<file path="config.mk">
export PLATFORM = sky130hd
export DESIGN_NAME = cmp_frame_packer
export DESIGN_NICKNAME = d
export VERILOG_FILES = /design/src/rtl/cmp_frame_packer.sv
export SDC_FILE = /design/constraint.sdc
export NUM_CORES = 1
export LEC_CHECK = 0
export ABC_CLOCK_PERIOD_IN_PS = 2100
export CORE_MARGIN = 2
export CORE_UTILIZATION = 30
export CTS_CLUSTER_DIAMETER = 80
export CTS_CLUSTER_SIZE = 28
export DETAILED_ROUTE_END_ITERATION = 16
export PLACE_DENSITY = 0.58
export SETUP_SLACK_MARGIN = 0.2
export SYNTH_ARGS = -nofsm -noshare
export SYNTH_HDL_FRONTEND = slang
export SYNTH_SLANG_ARGS = --single-unit
</file>
<file path="constraint.sdc">
create_clock -name sample_clk -period 2.1 [get_ports sample_clk]
set_clock_uncertainty 0.05 [all_clocks]
set_input_delay 0.315 -clock sample_clk [delete_from_list [all_inputs] [get_ports sample_clk]]
set_output_delay 0.315 -clock sample_clk [all_outputs]
set_load 0.01 [all_outputs]
</file>
<file path="src/rtl/cmp_frame_packer.sv">
// cmp_frame_packer: packs the two comparator sample streams (S11 -> p0,
// S21 -> p1) into fixed frames of
//   {SYNC_BYTE, header, p0 field, p1 field}
// and queues them in a 2-entry show-ahead output FIFO. A frame that finds the
// FIFO full is dropped and counted in a saturating counter.
// Optional macro CMP_FRAME_PARITY_EN: header = {seq[6:0], even parity over
// the payload}; otherwise header = seq[7:0].
module cmp_frame_packer #(
    parameter int unsigned CH_BITS   = 32,
    parameter logic [7:0]  SYNC_BYTE = 8'hA5,
    parameter int unsigned OVF_W     = 16
) (
    input  logic                     sample_clk,
    input  logic                     reset,
    input  logic                     capture_en,
    input  logic                     cmp_data_p0,
    input  logic                     cmp_data_p1,
    output logic                     frame_valid,
    input  logic                     frame_ready,
    output logic [16+2*CH_BITS-1:0]  frame_data,
    output logic [OVF_W-1:0]         overflow_cnt,
    output logic [7:0]               seq_num
);

    localparam int unsigned FRAME_W = 16 + 2 * CH_BITS;
    localparam int unsigned IDX_W   = (CH_BITS > 1) ? $clog2(CH_BITS) : 1;

    logic [IDX_W-1:0]   idx_q, idx_d;
    logic [CH_BITS-1:0] p0_sr_q, p0_sr_d;
    logic [CH_BITS-1:0] p1_sr_q, p1_sr_d;
    logic [7:0]         seq_q, seq_d;
    logic [OVF_W-1:0]   ovf_q, ovf_d;
    logic [FRAME_W-1:0] ent0_q, ent0_d;
    logic [FRAME_W-1:0] ent1_q, ent1_d;
    logic               vld0_q, vld0_d;
    logic               vld1_q, vld1_d;

    logic [CH_BITS-1:0] p0_field_c;
    logic [CH_BITS-1:0] p1_field_c;
    logic [7:0]         header_c;
    logic [FRAME_W-1:0] frame_c;
    logic               complete_c;
    logic               pop_c;

    // Assemble the frame completed by this edge's samples; first sample ends up as the MSB.
    always_comb begin
        p0_field_c = {p0_sr_q[CH_BITS-2:0], cmp_data_p0};
        p1_field_c = {p1_sr_q[CH_BITS-2:0], cmp_data_p1};
`ifdef CMP_FRAME_PARITY_EN
        header_c   = {seq_q[6:0], ^{p0_field_c, p1_field_c}};
`else
        header_c   = seq_q;
`endif
        frame_c    = {SYNC_BYTE, header_c, p0_field_c, p1_field_c};
        complete_c = capture_en && (idx_q == IDX_W'(CH_BITS - 1));
        pop_c      = vld0_q && frame_ready;
    end

    // Sample capture, bit index and sequence number.
    always_comb begin
        idx_d   = idx_q;
        p0_sr_d = p0_sr_q;
        p1_sr_d = p1_sr_q;
        seq_d   = seq_q;
        if (capture_en) begin
            p0_sr_d = p0_field_c;
            p1_sr_d = p1_field_c;
            if (complete_c) begin
                idx_d = '0;
                seq_d = seq_q + 8'd1;
            end else begin
                idx_d = idx_q + IDX_W'(1);
            end
        end
    end

    // Output FIFO: pop shifts the tail forward, then a completed frame fills the first free slot.
    always_comb begin
        ent0_d = ent0_q;
        ent1_d = ent1_q;
        vld0_d = vld0_q;
        vld1_d = vld1_q;
        ovf_d  = ovf_q;
        if (pop_c) begin
            ent0_d = ent1_q;
            vld0_d = vld1_q;
            vld1_d = 1'b0;
        end
        if (complete_c) begin
            if (!vld0_d) begin
                ent0_d = frame_c;
                vld0_d = 1'b1;
            end else if (!vld1_d) begin
                ent1_d = frame_c;
                vld1_d = 1'b1;
            end else if (ovf_q != {OVF_W{1'b1}}) begin
                ovf_d = ovf_q + OVF_W'(1);
            end
        end
    end

    // State registers with synchronous reset; reset drops any partial frame and queued frames.
    always_ff @(posedge sample_clk) begin
        if (reset) begin
            idx_q   <= '0;
            p0_sr_q <= '0;
            p1_sr_q <= '0;
            seq_q   <= '0;
            ovf_q   <= '0;
            ent0_q  <= '0;
            ent1_q  <= '0;
            vld0_q  <= 1'b0;
            vld1_q  <= 1'b0;
        end else begin
            idx_q   <= idx_d;
            p0_sr_q <= p0_sr_d;
            p1_sr_q <= p1_sr_d;
            seq_q   <= seq_d;
            ovf_q   <= ovf_d;
            ent0_q  <= ent0_d;
            ent1_q  <= ent1_d;
            vld0_q  <= vld0_d;
            vld1_q  <= vld1_d;
        end
    end

    assign frame_valid  = vld0_q;
    assign frame_data   = ent0_q;
    assign overflow_cnt = ovf_q;
    assign seq_num      = seq_q;

endmodule

</file>
==> impl_metrics.env, run 1 <==
export IMPL_cts_root_buf="clkbuf_16"
export IMPL_slowest_stage="dfxtp_4"
export IMPL_grt_max_degree=77
export IMPL_hp_class="input port to register"
export IMPL_gp_routability_congestion=0.797
export IMPL_async_flop_share_pct=0
export IMPL_drcViolationCount=0
export IMPL_worst_slack_ns=0.00442
export IMPL_grt_pass1_wl_mm=42.5
export IMPL_cpPeakStageDelay_ns=0.37
export IMPL_crit_top_cell="and3_4"
export IMPL_initial_core_util_pct=30.4
export IMPL_timing_final_crit_period_ns=2.10
export IMPL_worstSetupStartpointType="register"
export IMPL_tightest_slew_ns=0.627
export IMPL_rows=65
export IMPL_ir_drop_uv=401
export IMPL_maxCapViolCount=0
export IMPL_place_hpwl_mm=14.4
export IMPL_port_buffers=110
export IMPL_relSlewSlack_pct=58.2
export IMPL_p_leak_uw=0.00472
export IMPL_overflow=0
export IMPL_syn_num_nets=1135
export IMPL_numCtsBuffers=15
export IMPL_synthCells=1125
export IMPL_dieWidth_um=183
export IMPL_critPathMaxFanout=12
export IMPL_ys_seq_elements=246
export IMPL_slew_violations=0
export IMPL_synth_area_per_cell_um2=8.50
export IMPL_vias=8467
export IMPL_post_route_util_pct=42.1
export IMPL_ys_types=40
export IMPL_die_h_um=183
export IMPL_drt_initial_drc_count=508
export IMPL_cts_tree="built"
export IMPL_insertedDiodeCount=0
export IMPL_vias_per_cell=5.13
export IMPL_yosysSeqAreaShare_pct=51.5
export IMPL_status="finished clean"
export IMPL_wl_per_cell_um=16.7
export IMPL_clk_latency_ns=0.50
export IMPL_pin_count=111
export IMPL_wl_mm=27.5
export IMPL_cts_clk_slew_worst_paths_ns=0.10
export IMPL_nNetsFinal=1250
export IMPL_fmax_mhz=477
export IMPL_clkSinkCount=246
export IMPL_dp_slack_ns=0.0237
export IMPL_grt_pass1_vias=7717
export IMPL_syn_to_final_growth_pct=38.7
export IMPL_synth_edf_count=0
export IMPL_clockBufferDepth=3
export IMPL_dr_pass1_iters=5
export IMPL_worstSetupPathType="register to register"
export IMPL_synth_ff_type="dfxtp_1"
export IMPL_ctsHoldBuffers=0
export IMPL_fin_hold_ws_ns=0.161
export IMPL_ys_warnings_count=0
export IMPL_grtUsageTotal_pct=15.5
export IMPL_grt_antenna_before_repair=0
export IMPL_cp_end_kind="register"
export IMPL_core_region_area_um2=31500
export IMPL_postRouteAntennaNets=0
export IMPL_required_ns=2.40
export IMPL_cp_arrival_ns=2.40
export IMPL_finalCritPeriodShare_pct=99.8
export IMPL_hold_viol=0
export IMPL_setup_violations=0
export IMPL_rsz0062_at_grt="yes"
export IMPL_powerDensity_nw_per_um2=618
export IMPL_die_area_um2=33300
export IMPL_syn_area_um2=9560
export IMPL_drive_gt1_share_pct=19.9
export IMPL_crit_chain="ha_4, and3_4, ha_4, and3_4, buf_4, and3_4, buf_12, bufbuf_16, nor2_2, nor2_1"
export IMPL_htree_num_levels=1
logic make-up after synthesis:
kind of cell / synth area share [%]
mux: 7.07
simple gates: 23.4
compound gates: 12.8
flops: 51.5
fa+ha+maj: 0.523
xor+xnor: 0.733
buf+inv: 3.95
metal layers:
| metal | global-route usage [%] | wire, um | vias to the layer above |
|---|---|---|---|
| li1 | - | - | 4138 |
| met1 | 20.7 | 12800 | 4131 |
| met2 | 26.8 | 13300 | 164 |
| met3 | 1.98 | 969 | 34 |
| met4 | 3.65 | 500 | 0 |
| met5 | 0 | 0 | - |
Yosys cell counts (2+ instances only):
cell type | instances | area share [%]
clkbuf_1 | 70 | 2.7
buf_2 | 5 | 0.26
o311ai_0 | 2 | 0.18
and2_1 | 6 | 0.39
nand2b_1 | 3 | 0.20
mux2_2 | 3 | 0.35
o21ai_0 | 4 | 0.21
nor2_1 | 152 | 6.0
and3_1 | 8 | 0.52
inv_1 | 2 | 0.079
ha_1 | 4 | 0.52
nor4_1 | 4 | 0.26
xor2_1 | 7 | 0.64
nand3b_1 | 2 | 0.16
nand4_1 | 12 | 0.79
o41ai_1 | 2 | 0.18
nor2b_1 | 5 | 0.33
dfxtp_1 | 246 | 52
nand2_1 | 234 | 9.2
or3_1 | 2 | 0.13
o31ai_1 | 7 | 0.55
mux2i_1 | 63 | 6.6
buf_1 | 19 | 0.75
nand3_1 | 78 | 4.1
a21oi_1 | 92 | 4.8
or4_1 | 8 | 0.63
a311oi_1 | 72 | 6.6
timing repair:
action                                  in CTS  in global routing
buffers inserted                            13                 10
endpoints found under the setup margin     174                185
pin swaps                                    2                 44
cloned                                      13                  8
resized for setup                           49                126
power by group:
part | total (uW) | switching, uW | internal [uW]
clock network | 3280 | 1820 | 1460
registers | 4680 | 9.47 | 4670
logic | 237 | 173 | 64.0
total | 8200 | 2000 | 6190
stage by stage:
stage,power [uW],setup TNS (ns),std cells,area [um2]
after floorplan,4940,0,1125,9640
final,8200,0,1650,13300
after detailed placement,5000,0,1581,11300
after CTS,8280,0,1632,12500
after global placement,5000,0,1581,11300
after global routing,8490,-1.12,1650,13300
flip-flops by register name (all words and copies together), names as in the netlist:
name and flops:
ent1_q 73, vld1_q 1, frame_valid 1, seq_num 8, p1_sr_q 31, overflow_cnt 16
p0_sr_q 31, frame_data 80, idx_q 5
worst paths after layout:
path / start / endpoint / slack, ns / depth (start not counted)
worst min register to register: frame_data[79]$_SDFF_PP0_ / frame_data[79]$_SDFF_PP0_ / 0.41 / 2
worst max-delay path: idx_q[1]$_SDFFE_PP0P_ / ent1_q[72]$_SDFFE_PP0P_ / 0.004 / 10
worst max register to register: idx_q[1]$_SDFFE_PP0P_ / ent1_q[72]$_SDFFE_PP0P_ / 0.004 / 10
worst min-delay path: capture_en / idx_q[1]$_SDFFE_PP0P_ / 0.16 / 3
final cells by class:
cell class                      count  area [um2]
Sequential cell                   246        4950
Timing Repair Buffer              190        2330
Tap cell                          402         503
Inverter                            2        7.51
Clock buffer                       17         393
Multi-Input combinational cell    785        4960
Clock inverter                      8         109
Fill cell                        3078       18200
cells in the final DEF, fill, tap and decap left out, types with 4 or more instances in the layout:
master | netlist | final
buf_12 | 0 | 20
dfxtp_1 | 246 | 229
xor2_1 | 7 | 7
or4_1 | 8 | 7
nand4_1 | 12 | 12
buf_6 | 1 | 6
mux2i_1 | 63 | 63
a311oi_2 | 0 | 45
buf_16 | 0 | 8
dfxtp_2 | 0 | 15
a311oi_1 | 72 | 27
a21oi_2 | 0 | 21
buf_4 | 0 | 35
nand2_1 | 234 | 227
nand3_1 | 78 | 76
nor2_2 | 0 | 11
nor2_4 | 0 | 15
nor2b_1 | 5 | 5
o31ai_1 | 7 | 7
o21ai_0 | 4 | 4
nand2_2 | 0 | 4
a21oi_1 | 92 | 71
and3_1 | 8 | 4
nor2_1 | 152 | 126
clkbuf_16 | 0 | 21
clkdlybuf4s50_1 | 0 | 101
and2_1 | 6 | 4
worst max-delay path, delay by kind of cell, from the launching register on:
family / cells / cell delay (ns)
flip-flops: 1 / 0.37
buffers and inverters: 3 / 0.57
adder cells (fa/ha/maj): 2 / 0.31
AND/OR/NAND/NOR: 5 / 0.66
Note: power is estimated with default switching activity, not from simulation.
==> inputs of run 2 (changes only) <==
--- a/config.mk
+++ b/config.mk
@@ -6,6 +6,7 @@
 export NUM_CORES = 1
 export LEC_CHECK = 0
 export ABC_CLOCK_PERIOD_IN_PS = 2100
+export CORE_ASPECT_RATIO = 1.75
 export CORE_MARGIN = 2
 export CORE_UTILIZATION = 30
 export CTS_CLUSTER_DIAMETER = 80
==> run 2 against run 1 <==
Effect of this change:
- global-route usage increased by 0.97 points
- setup slack improved by 0.028 ns
- hold slack got worse by 0.12 ns
- total power decreased by 4.2%
- die area increased by 0.17%
- non-clock buffer count increased by 6
- via count increased by 0.93%
- wire length increased by 8.4%
- maximum frequency increased by 1.4%
==> impl_metrics.env, run 2 (same netlist as run 1, synthesis figures left out) <==
export IMPL_gp_routability_congestion=0.824
export IMPL_clk_latency_ns=0.50
export IMPL_worstSetupPathType="register to register"
export IMPL_dp_cells=1571
export IMPL_grtUsageTotal_pct=16.5
export IMPL_wl_per_cell_um=18.2
export IMPL_insertedDiodeCount=0
export IMPL_drcViolationCount=0
export IMPL_drt_initial_drc_count=394
export IMPL_port_buffers=110
export IMPL_relSlewSlack_pct=56.1
export IMPL_final_cells=1640
export IMPL_whs_path_depth=2
export IMPL_grt_max_degree=115
export IMPL_critPathMaxFanout=8
export IMPL_p_leak_uw=0.00468
export IMPL_crit_chain="ha_4, and3_4, ha_4, and3_4, buf_4, and3_4, buf_12, clkbuf_16, nand2_1, a21oi_1"
export IMPL_cp_buffers_inverters=3
export IMPL_worstSetupStartpointType="register"
export IMPL_multi_input_area_um2=5060
export IMPL_largest_reg_flops=80
export IMPL_cts_clk_slew_worst_paths_ns=0.11
export IMPL_setup_tns_final_ns=0
export IMPL_fillCellCount=3095
export IMPL_reg2reg_slack_ns=0.03
export IMPL_vias=8546
export IMPL_rr_worst_depth=10
export IMPL_timing_final_crit_period_ns=2.07
export IMPL_powerDensity_nw_per_um2=587
export IMPL_ir_drop_uv=584
export IMPL_drive_gt1_share_pct=22.7
export IMPL_slew_violations=0
export IMPL_vias_per_cell=5.21
export IMPL_postRouteAntennaNets=0
export IMPL_reg2reg_to="ent1_q[64]$_SDFFE_PP0P_"
export IMPL_cts_tree="built"
export IMPL_clockBufferDepth=3
export IMPL_syn_to_final_growth_pct=39.8
export IMPL_core_region_area_um2=31400
export IMPL_maxCapViolCount=0
export IMPL_cp_top_family="simple AND/OR/NAND/NOR gates"
export IMPL_die_h_um=240
export IMPL_final_cell_mix="dfxtp_1, nand2_1, nor2_1"
export IMPL_cts_root_buf="clkbuf_16"
export IMPL_dieWidth_um=139
export IMPL_crit_top_cell="and3_4"
export IMPL_hold_viol=0
export IMPL_tightest_slew_ns=0.658
export IMPL_r2r_start="idx_q[0]$_SDFFE_PP0P_"
export IMPL_dr_pass1_iters=4
export IMPL_rsz0062_at_grt="yes"
export IMPL_rows=86
export IMPL_cp_end_kind="register"
export IMPL_power_uw=7850
export IMPL_grt_pass1_wl_mm=44.5
export IMPL_initial_core_util_pct=30.4
export IMPL_grt_antenna_before_repair=0
export IMPL_hp_class="input port to register"
export IMPL_die_area_um2=33400
export IMPL_overflow=0
export IMPL_layout_commonest_cell="dfxtp_1"
export IMPL_htree_num_levels=1
export IMPL_status="finished clean"
export IMPL_wl_mm=29.9
export IMPL_slowest_stage="dfxtp_2"
export IMPL_cp_arrival_ns=2.45
export IMPL_numCtsBuffers=13
export IMPL_nNetsFinal=1252
export IMPL_place_hpwl_mm=15.7
export IMPL_grt_pass1_vias=8034
export IMPL_register_area_um2=4960
export IMPL_cpPeakStageDelay_ns=0.37
export IMPL_finalCritPeriodShare_pct=98.4
export IMPL_hold_start="reset"
export IMPL_whs_endpoint="overflow_cnt[2]$_SDFFE_PP0P_"
export IMPL_fmax_mhz=484
export IMPL_required_ns=2.49
export IMPL_clkSinkCount=246
export IMPL_setup_violations=0
export IMPL_pin_count=111
-- run 2: per-stage QoR --
| step | setup slack, ns | utilization (%) | hold WS, ns | instance area, um2 |
|---|---|---|---|---|
| after floorplan | 0.0780 | - | 0.387 | 9640 |
| after global placement | 0.0192 | 35.9 | 0.391 | 11300 |
| after detailed placement | -0.00916 | 35.9 | 0.396 | 11300 |
| after CTS | -0.0247 | 39.8 | 0.0342 | 12500 |
| after global routing | -0.0586 | 42.5 | 0.0321 | 13400 |
| final | 0.0327 | 42.5 | 0.0453 | 13400 |
-- run 2: layout make-up --
| cell class | count | share of cell area [%] |
|---|---|---|
| multi-input cells | 783 | 37.9 |
| flip-flops and latches | 246 | 37.1 |
| repair buffers | 196 | 18.3 |
| well taps | 396 | 3.71 |
| clock buffers | 14 | 2.46 |
| clock inverters | 3 | 0.496 |
| inverters | 2 | 0.0562 |
-- run 2: metal layers --
| metal | vias to the layer above | routed length [um] | GRT usage, % | part of all wire, % |
|---|---|---|---|---|
| met5 | - | 0 | 0 | 0 |
| met4 | 0 | 1330 | 7.19 | 4.5 |
| met3 | 60 | 918 | 1.69 | 3.1 |
| met2 | 150 | 15900 | 31.6 | 53 |
| met1 | 4202 | 11700 | 18.4 | 39 |
| li1 | 4134 | - | - | - |
-- run 2: how the worst max path moves through the flow --
stage / cells past startpoint / slack [ns] / endpoint / from
final: 10 / 0.03 / ent1_q[64]$_SDFFE_PP0P_ / idx_q[0]$_SDFFE_PP0P_
after global routing: 10 / -0.06 / ent1_q[61]$_SDFFE_PP0P_ / idx_q[0]$_SDFFE_PP0P_
after CTS: 7 / -0.02 / overflow_cnt[14]$_SDFFE_PP0P_ / idx_q[0]$_SDFFE_PP0P_
after detailed placement: 7 / -0.009 / overflow_cnt[14]$_SDFFE_PP0P_ / idx_q[1]$_SDFFE_PP0P_
after global placement: 7 / 0.02 / overflow_cnt[15]$_SDFFE_PP0P_ / idx_q[1]$_SDFFE_PP0P_
after floorplan: 8 / 0.08 / overflow_cnt[14]$_SDFFE_PP0P_ / idx_q[1]$_SDFFE_PP0P_
-- run 2: report_power, final --
part           internal [uW]  switching, uW
sequential              4670           10.0
clock                   1300           1630
combinational           64.9            173
total                   6030           1820
-- run 2: repair_timing --
item | in CTS | in global routing
buffers inserted | 18 | 10
gates resized for setup | 96 | 142
hold buffers | 0 | 0
pin swaps | 20 | 44
cloned | 13 | 11
setup endpoints to repair | 171 | 186
==> inputs of run 3 (changes only) <==
--- a/config.mk
+++ b/config.mk
@@ -13,6 +13,7 @@
 export CTS_CLUSTER_SIZE = 28
 export DETAILED_ROUTE_END_ITERATION = 16
 export PLACE_DENSITY = 0.58
+export REMOVE_ABC_BUFFERS = 1
 export SETUP_SLACK_MARGIN = 0.2
 export SYNTH_ARGS = -nofsm -noshare
 export SYNTH_HDL_FRONTEND = slang
==> run 3 against run 2 <==
Effect of this change:
- wire length grew 4.6%
- sequential cell count stayed put
- clock power is 2% lower
- largest power group unchanged
- final cell count up 1.4%
- total power is 0.24% lower
- first-iteration DRC count grew 53%
- critical endpoint is now overflow_cnt[14]$_SDFFE_PP0P_
- combinational power grew 9.2%
- sequential power hardly changed
- global-route usage hardly changed
- die area stayed put
- highest routed layer unchanged
- non-clock buffer count up 21
==> impl_metrics.env, run 3 (same netlist as run 1, synthesis figures left out) <==
export IMPL_tightest_slew_ns=0.980
export IMPL_cts_root_buf="clkbuf_16"
export IMPL_grtUsageTotal_pct=16.5
export IMPL_grt_antenna_before_repair=0
export IMPL_critPathMaxFanout=5
export IMPL_clk_latency_ns=0.50
export IMPL_ir_drop_uv=411
export IMPL_numCtsBuffers=13
export IMPL_setup_violations=0
export IMPL_rows=86
export IMPL_drcViolationCount=0
export IMPL_overflow=0
export IMPL_cp_end_kind="register"
export IMPL_nNetsFinal=1275
export IMPL_final_cell_mix="dfxtp_1, nand2_1, nor2_1"
export IMPL_worstSetupStartpointType="register"
export IMPL_wl_per_cell_um=18.8
export IMPL_pin_count=111
export IMPL_dp_slack_ns=-0.0715
export IMPL_p_leak_uw=0.00545
export IMPL_fmax_mhz=485
export IMPL_htree_num_levels=1
export IMPL_swShare_pct=23.5
export IMPL_clockBufferDepth=3
export IMPL_drt_initial_drc_count=604
export IMPL_maxCapViolCount=0
export IMPL_vias=8820
export IMPL_fillCellCount=2958
export IMPL_hold_viol=0
export IMPL_worst_slack_ns=0.0384
export IMPL_cts_clk_slew_worst_paths_ns=0.09
export IMPL_p_sw_uw=1840
export IMPL_wl_mm=31.2
export IMPL_timing_final_crit_period_ns=2.06
export IMPL_gp_routability_congestion=0.793
export IMPL_grt_pass1_wl_mm=45.1
export IMPL_p_int_uw=5990
export IMPL_grt_max_degree=111
export IMPL_finalCritPeriodShare_pct=98.2
export IMPL_dieWidth_um=139
export IMPL_syn_to_final_growth_pct=46.8
export IMPL_worstSetupPathType="register to register"
export IMPL_rsz0062_at_grt="yes"
export IMPL_setup_tns_final_ns=0
export IMPL_largest_reg_flops=80
export IMPL_initial_core_util_pct=30.4
export IMPL_cts_tree="built"
export IMPL_drive_gt1_share_pct=28.5
export IMPL_hp_class="input port to register"
export IMPL_die_area_um2=33400
export IMPL_clkSinkCount=246
export IMPL_port_buffers=110
export IMPL_cpPeakStageDelay_ns=0.36
export IMPL_relSlewSlack_pct=34.7
export IMPL_clkPwrFrac_pct=36.9
export IMPL_postRouteAntennaNets=0
export IMPL_slew_violations=0
export IMPL_crit_chain="ha_4, and3_4, ha_4, and3_4, nand4_1, buf_6, nor4_4, mux2_4"
export IMPL_power_frac_comb_pct=3.3
export IMPL_core_region_area_um2=31400
export IMPL_powerDensity_nw_per_um2=558
export IMPL_register_area_um2=4950
export IMPL_required_ns=2.43
export IMPL_slowest_stage="dfxtp_2"
export IMPL_vias_per_cell=5.30
export IMPL_grt_pass1_vias=8099
export IMPL_die_h_um=240
export IMPL_cp_arrival_ns=2.39
export IMPL_ctsHoldBuffers=0
export IMPL_place_hpwl_mm=15.7
export IMPL_sequentialPowerShare_pct=59.7
export IMPL_status="finished clean"
export IMPL_dr_pass1_iters=5
export IMPL_multi_input_area_um2=5450
export IMPL_layout_commonest_cell="dfxtp_1"
export IMPL_insertedDiodeCount=0
## run 3: changes by cell type in the layout (fill, tap and decap cells not counted), sizes merged
cell / change
a21o: +2
buf: +14
bufinv: -1
clkbuf: +8
clkdlybuf4s50: +3
clkinv: -1
dlygate4sd2: -2
dlymetal6s2s: -1
inv: +1
## run 3: metal layers
layer | wire, um | up-vias | track usage, %
li1 | - | 4191 | -
met2 | 15900 | 226 | 29.6
met3 | 1260 | 62 | 1.79
met1 | 13000 | 4341 | 20.2
met4 | 1050 | 0 | 6.24
met5 | 0 | - | 0
## run 3: worst max-delay path: cells and delay by family, from the launching register on
| family | cells | cell delay (ns) |
|---|---|---|
| AND/OR/NAND/NOR | 4 | 0.80 |
| multiplexers | 1 | 0.32 |
| buffers and inverters | 1 | 0.17 |
| adder cells (fa/ha/maj) | 2 | 0.25 |
| flip-flops | 1 | 0.36 |
## run 3: timing repair
action / in CTS / in global routing
setup endpoints to repair: 184 / 167
pin swaps: 16 / 108
buffers inserted: 14 / 21
endpoints found under the hold margin: 0 / 0
cloned: 14 / 19
resized for setup: 70 / 262
## run 3: through the flow
| stage | cells | total power, uW | hold slack (ns) | util [%] | cell area [um2] |
|---|---|---|---|---|---|
| finish | 1663 | 7830 | 0.116 | 44.7 | 14000 |
| detailed placement | 1578 | 5010 | 0.397 | 35.9 | 11300 |
| CTS | 1623 | 7880 | 0.0932 | 39.5 | 12400 |
| floorplan | 1030 | 4830 | 0.334 | - | 9190 |
| global placement | 1578 | 5010 | 0.392 | 35.9 | 11300 |
| global route | 1663 | 8080 | 0.137 | 44.7 | 14000 |
## run 3: path summary, 6_finish.rpt
path                                start                            end  slack (ns)  cells after the start
setup / recovery    idx_q[1]$_SDFFE_PP0P_  overflow_cnt[14]$_SDFFE_PP0P_        0.04                      8
hold reg to reg   ent1_q[17]$_SDFFE_PP0P_        ent1_q[17]$_SDFFE_PP0P_        0.41                      2
hold / removal                 capture_en          idx_q[1]$_SDFFE_PP0P_        0.12                      3
setup reg to reg    idx_q[1]$_SDFFE_PP0P_  overflow_cnt[14]$_SDFFE_PP0P_        0.04                      8
## run 3: layout make-up
type,count,share of cell area (%)
clock buffer,15,2.51
clock inverter,2,0.232
inverter,2,0.0535
multi-input combinational,785,38.8
sequential,246,35.3
tap,396,3.53
timing repair buffer,217,19.6
## run 3: power groups by stage
stage | Combinational [uW] | Sequential, uW | Clock [uW]
after floorplan | 43.6 | 4780 | 0
after global placement | 229 | 4780 | 0
after detailed placement | 230 | 4780 | 0
after CTS | 239 | 4680 | 2970
after global routing | 276 | 4680 | 3120
final | 260 | 4680 | 2890
